### config.mk
export PLATFORM = sky130hd
export DESIGN_NAME = mem_wb_stage
export DESIGN_NICKNAME = d
export VERILOG_FILES = /design/src/rtl/mips_pkg.sv /design/src/rtl/load_align.sv /design/src/rtl/mem_wb_stage.sv
export SDC_FILE = /design/constraint.sdc
export NUM_CORES = 1
export LEC_CHECK = 0
export ABC_AREA = 1
export ABC_CLOCK_PERIOD_IN_PS = 5000
export CAP_MARGIN = 20
export CELL_PAD_IN_SITES_DETAIL_PLACEMENT = 1
export CELL_PAD_IN_SITES_GLOBAL_PLACEMENT = 1
export CORE_AREA = 10 10 155 157
export DETAILED_ROUTE_END_ITERATION = 10
export DIE_AREA = 0 0 165 167
export MAX_ROUTING_LAYER = met4
export PLACE_DENSITY_LB_ADDON = 0.25
export RECOVER_POWER = 50
export SYNTH_ARGS = -nofsm -noshare
export SYNTH_HDL_FRONTEND = slang
export SYNTH_SLANG_ARGS = --single-unit
### constraint.sdc
create_clock -name clk -period 5 [get_ports clk]
set_clock_uncertainty 0.15 [all_clocks]
set_input_delay 1 -clock clk [delete_from_list [all_inputs] [get_ports clk]]
set_output_delay 1 -clock clk [all_outputs]
set_load 0.01 [all_outputs]
### src/rtl/mips_pkg.sv
// Shared MIPS pipeline definitions: datapath width, write-back source
// select encodings and load-type encodings used by the MEM/WB stage.
package mips_pkg;

  localparam int MIP_BUS = 32;

  // write-back source select
  localparam logic [1:0] WB_ALU  = 2'b00;
  localparam logic [1:0] WB_LOAD = 2'b01;
  localparam logic [1:0] WB_LINK = 2'b10;
  localparam logic [1:0] WB_RSVD = 2'b11;

  // load types; any other code behaves as LW
  localparam logic [2:0] LD_W  = 3'b000;
  localparam logic [2:0] LD_B  = 3'b001;
  localparam logic [2:0] LD_BU = 3'b010;
  localparam logic [2:0] LD_H  = 3'b011;
  localparam logic [2:0] LD_HU = 3'b100;

endpackage

### src/rtl/load_align.sv
// Sub-word load extraction (combinational).
// Picks the byte/halfword addressed by off_i from a big-endian word
// (offset 0 = most significant lane) and sign- or zero-extends it.
// Ports:
//   data_i  [MIP_BUS]  raw word from data memory
//   off_i   [2]        byte offset within the word
//   ltype_i [3]        load type (LW/LB/LBU/LH/LHU, others as LW)
//   data_o  [MIP_BUS]  aligned, extended load result
module load_align
  import mips_pkg::*;
#(
  parameter int W = 32
) (
  input  logic [W-1:0] data_i,
  input  logic [1:0]   off_i,
  input  logic [2:0]   ltype_i,
  output logic [W-1:0] data_o
);

  logic [7:0]  byte_v;
  logic [15:0] half_v;

  always_comb begin
    byte_v = data_i[W-1 -: 8];
    case (off_i)
      2'd0:    byte_v = data_i[W-1  -: 8];
      2'd1:    byte_v = data_i[W-9  -: 8];
      2'd2:    byte_v = data_i[W-17 -: 8];
      default: byte_v = data_i[W-25 -: 8];
    endcase
  end

  // halfwords sit at offsets 0/2; off_i[0] is don't-care
  assign half_v = off_i[1] ? data_i[W-17 -: 16] : data_i[W-1 -: 16];

  always_comb begin
    data_o = data_i;
    case (ltype_i)
      LD_B:    data_o = {{(W-8){byte_v[7]}}, byte_v};
      LD_BU:   data_o = {{(W-8){1'b0}}, byte_v};
      LD_H:    data_o = {{(W-16){half_v[15]}}, half_v};
      LD_HU:   data_o = {{(W-16){1'b0}}, half_v};
      default: data_o = data_i;
    endcase
  end

endmodule

### src/rtl/mem_wb_stage.sv
// MEM/WB pipeline register with write-back mux and retire counter.
// One-entry stage, 1-cycle latency from mem_* inputs to WB outputs.
// Write_data/RegWrite are decoded combinationally from registered
// fields only, so they are stable for the whole cycle (the register
// file writes level-sensitively).
// Optional feature: define WB_LOAD_EXT_EN for sub-word load extraction
// (LB/LBU/LH/LHU); otherwise load data passes through unchanged.
// Ports:
//   clk, rst            clock, async active-high reset
//   mem_*               instruction fields from the MEM stage
//   stall / flush       hold stage / squash incoming (flush wins)
//   RegWrite, Write_register, Write_data   register-file write port
//   wb_valid            stage holds a valid instruction
//   retired             wrapping count of retired instructions
module mem_wb_stage #(
  parameter int MIP_BUS = mips_pkg::MIP_BUS
) (
  input  logic               clk,
  input  logic               rst,
  input  logic               mem_valid,
  input  logic               mem_regwrite,
  input  logic [1:0]         mem_wbsel,
  input  logic [4:0]         mem_rd,
  input  logic [MIP_BUS-1:0] mem_alu_result,
  input  logic [MIP_BUS-1:0] mem_load_data,
  input  logic [MIP_BUS-1:0] mem_pc_plus8,
  input  logic [2:0]         mem_load_type,
  input  logic               stall,
  input  logic               flush,
  output logic               RegWrite,
  output logic [4:0]         Write_register,
  output logic [MIP_BUS-1:0] Write_data,
  output logic               wb_valid,
  output logic [31:0]        retired
);
  import mips_pkg::*;

  typedef struct packed {
    logic               valid;
    logic               regwrite;
    logic [1:0]         wbsel;
    logic [4:0]         rd;
    logic [MIP_BUS-1:0] alu;
    logic [MIP_BUS-1:0] ld;
    logic [MIP_BUS-1:0] pc8;
  } stage_t;

  stage_t      stage_d, stage_q;
  logic [31:0] retired_d, retired_q;
  logic        retire;
  logic [MIP_BUS-1:0] load_res;

  // Outgoing instruction retires whenever the stage advances, even if
  // the incoming one is being flushed on the same edge.
  assign retire = stage_q.valid & ~stall;

  always_comb begin
    stage_d   = stage_q;
    retired_d = retired_q + {31'd0, retire};
    if (flush) begin
      stage_d.valid    = 1'b0;
      stage_d.regwrite = 1'b0;
    end else if (!stall) begin
      stage_d.valid    = mem_valid;
      stage_d.regwrite = mem_regwrite;
      stage_d.wbsel    = mem_wbsel;
      stage_d.rd       = mem_rd;
      stage_d.alu      = mem_alu_result;
      stage_d.ld       = mem_load_data;
      stage_d.pc8      = mem_pc_plus8;
    end
  end

`ifdef WB_LOAD_EXT_EN
  logic [2:0] ltype_d, ltype_q;

  always_comb begin
    ltype_d = ltype_q;
    if (!flush && !stall) ltype_d = mem_load_type;
  end

  always_ff @(posedge clk or posedge rst) begin
    if (rst) ltype_q <= '0;
    else     ltype_q <= ltype_d;
  end

  load_align #(.W(MIP_BUS)) u_load_align (
    .data_i  (stage_q.ld),
    .off_i   (stage_q.alu[1:0]),
    .ltype_i (ltype_q),
    .data_o  (load_res)
  );
`else
  logic unused_ltype;
  assign unused_ltype = ^mem_load_type;
  assign load_res     = stage_q.ld;
`endif

  always_ff @(posedge clk or posedge rst) begin
    if (rst) begin
      stage_q   <= '0;
      retired_q <= '0;
    end else begin
      stage_q   <= stage_d;
      retired_q <= retired_d;
    end
  end

  always_comb begin
    Write_data = '0;
    case (stage_q.wbsel)
      WB_ALU:  Write_data = stage_q.alu;
      WB_LOAD: Write_data = load_res;
      WB_LINK: Write_data = stage_q.pc8;
      default: Write_data = '0;
    endcase
  end

  // r0 is hard-wired zero and the reserved select never writes
  assign RegWrite       = stage_q.valid & stage_q.regwrite &
                          (stage_q.rd != 5'd0) & (stage_q.wbsel != WB_RSVD);
  assign Write_register = stage_q.rd;
  assign wb_valid       = stage_q.valid;
  assign retired        = retired_q;

endmodule

==> results of run 1 <==
registers in the layout, indices dropped and copies added (netlist names):
register / count
Write_register: 5
load_res: 32
retired: 32
stage_q: 67
wb_valid: 1
routing by layer:
metal | track usage (%) | part of all wire, % | wire [um]
met5 | - | 0 | 0
met4 | 3.47 | 0.84 | 164
met3 | 6.24 | 8.9 | 1740
met2 | 23.3 | 47 | 9130
met1 | 17.3 | 43 | 8460
final cells by class:
cell class | count | area, um2
clock buffers | 18 | 439
multi-input cells | 492 | 2360
inverters | 94 | 357
fillers | 2493 | 11900
diodes | 5 | 12.5
well taps | 275 | 344
flip-flops and latches | 137 | 3430
repair buffers | 186 | 1870
clock inverters | 14 | 118
worst max path at each step:
stage / start / end / slack, ns / cells past startpoint
finish: rst / retired[19] / 1.46 / 3
global route: rst / retired[17] / 0.88 / 3
CTS: stage_q[101] / Write_data[19] / 0.94 / 5
detailed placement: stage_q[101] / Write_data[19] / 1.41 / 5
global placement: stage_q[101] / Write_data[20] / 1.47 / 5
floorplan: rst / Write_register[0] / 0.18 / 1
metrics by stage:
step,total power (W),worst slack (ns)
floorplan,0.00158,0.182
global placement,0.00191,1.47
detailed placement,0.00192,1.41
CTS,0.00312,0.940
global route,0.00325,0.879
finish,0.00306,1.46
power by group through the flow:
stage                     Combinational (W)  Clock [W]  Sequential [W]
after floorplan                    0.000278          0         0.00130
after global placement             0.000601          0         0.00131
after detailed placement           0.000606          0         0.00131
after CTS                          0.000610    0.00122         0.00129
after global routing               0.000667    0.00127         0.00131
final                              0.000591    0.00118         0.00129
cell families after synthesis:
| logic type | count (synthesis) | share of synthesized area [%] |
|---|---|---|
| fa+ha+maj | 3 | 0.589 |
| flops | 137 | 53.8 |
| xor+xnor | 15 | 2.30 |
| compound gates | 103 | 9.97 |
| buf+inv | 130 | 8.89 |
| simple gates | 371 | 24.4 |
worst max-delay path: stages:
cell	delay, ns
dlygate4sd3_1	0.57
clkinvlp_4	1.35
clkbuf_1	0.83
placed cells by master (no fill, tap or decap), types with 7 or more instances in the layout:
cell type,netlist,routed
nor2_2,8,7
o221ai_1,32,32
clkdlybuf4s50_1,0,177
nand3b_1,8,8
xor2_1,9,9
inv_1,92,91
nand2_1,301,302
nor2_1,30,32
dfrtp_1,137,137
clkbuf_16,0,17
o21ai_0,70,70
nand3_1,9,9
==> key figures, run 1 <==
Drt
  • Final ANT Viol Nets: 0
  • Post-DR vias/cell: 4.40
  • Routed WL: 19,500 um
  • Drt drc: 0
  • Vias: 5,373
  • Drt pass-1 iters: 4
  • Initial detailed-routing violation count: 325
  • DR WL/cell: 16.0 um

Synth
  • Fraction of registers with async set or reset after synthesis: 100%
  • Top_reg_cell synth: dfrtp_1
  • Count leader, synth: nand2_1
  • Yosys cell types: 23
  • Synth area leader: dfrtp_1
  • Register area share after synthesis: 53.8%
  • Synthesized area per cell: 8.40 um2
  • YS warnings: 0
  • Yosys top cell area share: 53.8%
  • Post-synth EDFFs: 0
  • Mapped Nets: 874
  • Top cells by area, synth: dfrtp_1 (54%), nand2_1 (18%), o21ai_0 (5.5%)
  • Post-Syn Area: 6370 um2
  • Commonest cells post-synth: nand2_1 (301), dfrtp_1 (137), inv_1 (92), o21ai_0 (70), o221ai_1 (32)
  • Yosys reg bits: 137
  • Post-Synthesis Cells: 759

Final layout
  • Post-route cell area: 8930 um2
  • Area delta synth->final: 40.2%
  • Finished Core Util: 42.9%
  • Share of layout cells above drive strength 1: 6.59%
  • Final cell count without fillers: 1,221
  • # nets final: 1,043

Global route
  • Largest net degree at the start of global routing: 174
  • Total GRT Usage: 14.8%
  • Remaining Overflow, GRT: 0
  • First-pass GRT wire length: 31,500 um
  • Vias in the first global route: 5,906
  • Initial antenna violation count: 3

Die
  • Placeable Area: 20,800 um2
  • Row cnt: 53
  • Die area: 27,600 um2
  • Die Wd: 165 um
  • Initial Util: 30.6%
  • Number of top-level pins: 183
  • Die height: 167 um

Power
  • Logic pwr share: 19.3%
  • Power Internal: 0.00219 W
  • Sw power: 0.000873 W
  • Clk pwr share: 38.5%
  • Leakage: 4.08 nW
  • Seq pwr share: 42.2%
  • VDD IR max: 0.218 mV
  • Net Sw Frac: 28.5%
  • P per Cell Area: 343 nW/um2

Run
  • Max-cap viol count: 1

Place
  • Dpl cells: 1,183
  • Number of port buffers: 179
  • Gpl congestion: 0.791
  • Area post-placement: 8370 um2
  • DP HPWL: 13,900 um

STA
  • TNS Setup: 0 ns
  • Finish-stage setup viols: 0
  • Slew headroom: -45.5%
  • Fin. Hold Viols: 0
  • Max Fclk: 0.282 GHz
  • Slew Viols, Final: 100
  • Worst Hold Margin: 0.319 ns
  • Final period util: 70.8%
  • Slew @ Worst Pin: 2.18 ns
  • RSZ-0062 raised after global routing: false
  • Min Tclk post-route: 3.54 ns

CTS
  • Post-CTS setup repair buffer count: 0
  • CTS clk-pin slew, worst paths: 0.06 ns
  • Hold_buf cts: 0
  • Clock buffer depth: 2
  • Root Driver: clkbuf_16
  • Htree depth: 4
  • Clk sinks: 137
  • CTS tree: built
  • Worst skew pair latency: 0.41 ns
  • PostCTS Resize Cnt: 0
  • CTS Buf Count: 17

Setup path
  • Crit-path max FO: 99
  • CP Capture Type: async pin
  • Setup crit start kind: input port
  • Critical Setup Path Class: in -> async
  • CP Data Arrival Time: 3.78 ns
  • Reg-to-Reg Start: wb_valid
  • Critical path required time: 5.24 ns
  • R2R cell count: 11
  • R2R Path End: retired[20]
  • FF-to-FF setup slack: 2.96 ns

Status
  • Failing checks: capacitance limit, slew limit
  • Status: finished with violations

Min path
  • WHS Path Cells: 2
  • Hold path start: stage_q[64]
  • Hold EP: stage_q[64]
  • Hold Crit Class: reg -> reg
Power figures use the tool's default switching activity.
==> run 2, diff against run 1 <==
Settings changed: ABC_CLOCK_PERIOD_IN_PS 5000 to 3600, CORE_AREA 10 10 155 157 to 10 10 146 148, DIE_AREA 0 0 165 167 to 0 0 156 158.
Clock period 5 ns to 3.6 ns, I/O delays scaled along.
==> key figures, run 2 (synthesis gave the netlist of run 1 again) <==
Status
  • Status: finished with violations
  • Failing checks: capacitance limit, slew limit

Die
  • Die area: 24,600 um2
  • Row cnt: 50
  • Number of top-level pins: 183
  • Die Wd: 156 um
  • Die height: 158 um
  • Placeable Area: 18,500 um2
  • Initial Util: 34.5%

Drt
  • Drt pass-1 iters: 4
  • Vias: 5,510
  • DR WL/cell: 16.7 um
  • Post-DR vias/cell: 4.69
  • Drt drc: 0
  • Routed WL: 19,600 um
  • Final ANT Viol Nets: 0
  • Initial detailed-routing violation count: 298

Final layout
  • Most common cell after layout, fill and taps aside: nand2_1
  • Max FFs per register: 67
  • Largest Register: stage_q
  • Post-route cell area: 8830 um2
  • Share of layout cells above drive strength 1: 5.76%
  • # nets final: 1,041
  • Area delta synth->final: 38.6%
  • Most frequent cells in the layout: nand2_1 (302), clkdlybuf4s50_1 (177), dfrtp_1 (137), inv_1 (92), o21ai_0 (70)

Power
  • Sw power: 0.00118 W
  • Net Sw Frac: 26.9%
  • Leakage: 4.05 nW
  • Seq pwr share: 41.0%
  • VDD IR max: 0.335 mV
  • Logic pwr share: 18.5%
  • P per Cell Area: 496 nW/um2
  • Power Internal: 0.00320 W
  • Clk pwr share: 40.5%

Global route
  • Initial antenna violation count: 3
  • Remaining Overflow, GRT: 0
  • Total GRT Usage: 16.5%
  • Vias in the first global route: 5,987
  • First-pass GRT wire length: 31,100 um
  • Largest net degree at the start of global routing: 168

CTS
  • PostCTS Resize Cnt: 0
  • Clock buffer depth: 2
  • Root Driver: clkbuf_16
  • CTS tree: built
  • Worst skew pair latency: 0.43 ns
  • Htree depth: 4
  • CTS clk-pin slew, worst paths: 0.06 ns
  • Post-CTS setup repair buffer count: 0
  • Hold_buf cts: 0
  • CTS Buf Count: 17
  • Clk sinks: 137

STA
  • Slew Viols, Final: 306
  • Finish-stage setup viols: 0
  • Slew @ Worst Pin: 1.97 ns
  • Final period util: 92.8%
  • Min Tclk post-route: 3.34 ns
  • Fin. Hold Viols: 0
  • RSZ-0062 raised after global routing: false
  • TNS Setup: 0 ns
  • Slew headroom: -31.3%
  • Max Fclk: 0.299 GHz

Setup path
  • Setup crit start kind: register
  • Critical path required time: 2.73 ns
  • FF-to-FF setup slack: 1.42 ns
  • CP Capture Type: primary output
  • Critical Setup Path Class: reg -> out
  • Crit-path max FO: 21
  • CP Data Arrival Time: 2.47 ns

Place
  • Gpl congestion: 0.809
  • DP HPWL: 14,100 um
  • Area post-placement: 8320 um2
  • Number of port buffers: 179

Run
  • Max-cap viol count: 2

Min path
  • Hold Crit Class: reg -> reg
[run 2: power groups by stage]
stage                     Clock [W]  Sequential (W)  Combinational (W)
after global routing        0.00187         0.00182           0.000906
after global placement            0         0.00181           0.000821
after CTS                   0.00182         0.00180           0.000841
after detailed placement          0         0.00182           0.000835
final                       0.00177         0.00180           0.000811
after floorplan                   0         0.00181           0.000386
[run 2: routing by layer]
metal  GRT usage [%]  vias to the layer above  part of all wire (%)
li1                -                     2699                     -
met4            5.35                        0                   1.3
met2            26.1                      120                    48
met1            18.9                     2670                    44
met3            6.46                       21                   7.4
met5               -                        -                     0
[run 2: layout make-up]
| type | instances | area [um2] |
|---|---|---|
| antenna | 4 | 10.0 |
| clock buffer | 19 | 433 |
| clock inverter | 12 | 153 |
| fill | 2183 | 9620 |
| inverter | 94 | 357 |
| multi-input combinational | 492 | 2330 |
| sequential | 137 | 3430 |
| tap | 234 | 293 |
| timing repair buffer | 184 | 1830 |
[run 2: critical path, cell delays in order (launching register included)]
cell             delay (ns)
dfrtp_1                0.42
inv_1                  0.08
nand2_1                0.34
buf_4                  0.38
o221ai_1               0.20
clkdlybuf4s50_1        0.61
[run 2: final timing paths]
path / endpoint / cells past startpoint / startpoint
max in group asynchronous: stage_q[8] / 3 / rst
max: Write_data[24] / 5 / stage_q[102]
min reg2reg: stage_q[85] / 2 / stage_q[85]
max reg2reg: retired[20] / 11 / wb_valid
min: stage_q[85] / 2 / stage_q[85]
min in group asynchronous: stage_q[7] / 3 / rst
[run 2: through the flow]
stage               util, %  std cells  hold slack [ns]  setup WS (ns)  power, W
floorplan                 -        759            0.292           1.02   0.00220
global placement       45.1       1141            0.304          0.695   0.00263
detailed placement     45.1       1141            0.309          0.688   0.00266
CTS                    48.3       1172            0.324          0.217   0.00446
global route           47.8       1175            0.345         0.0543   0.00460
finish                 47.9       1176            0.320          0.260   0.00438
==> run 3, diff against run 2 <==
Settings changed: HOLD_SLACK_MARGIN set to 0.03.
==> results of run 3 <==
Final layout, timing and power as in run 2 (identical DEF).
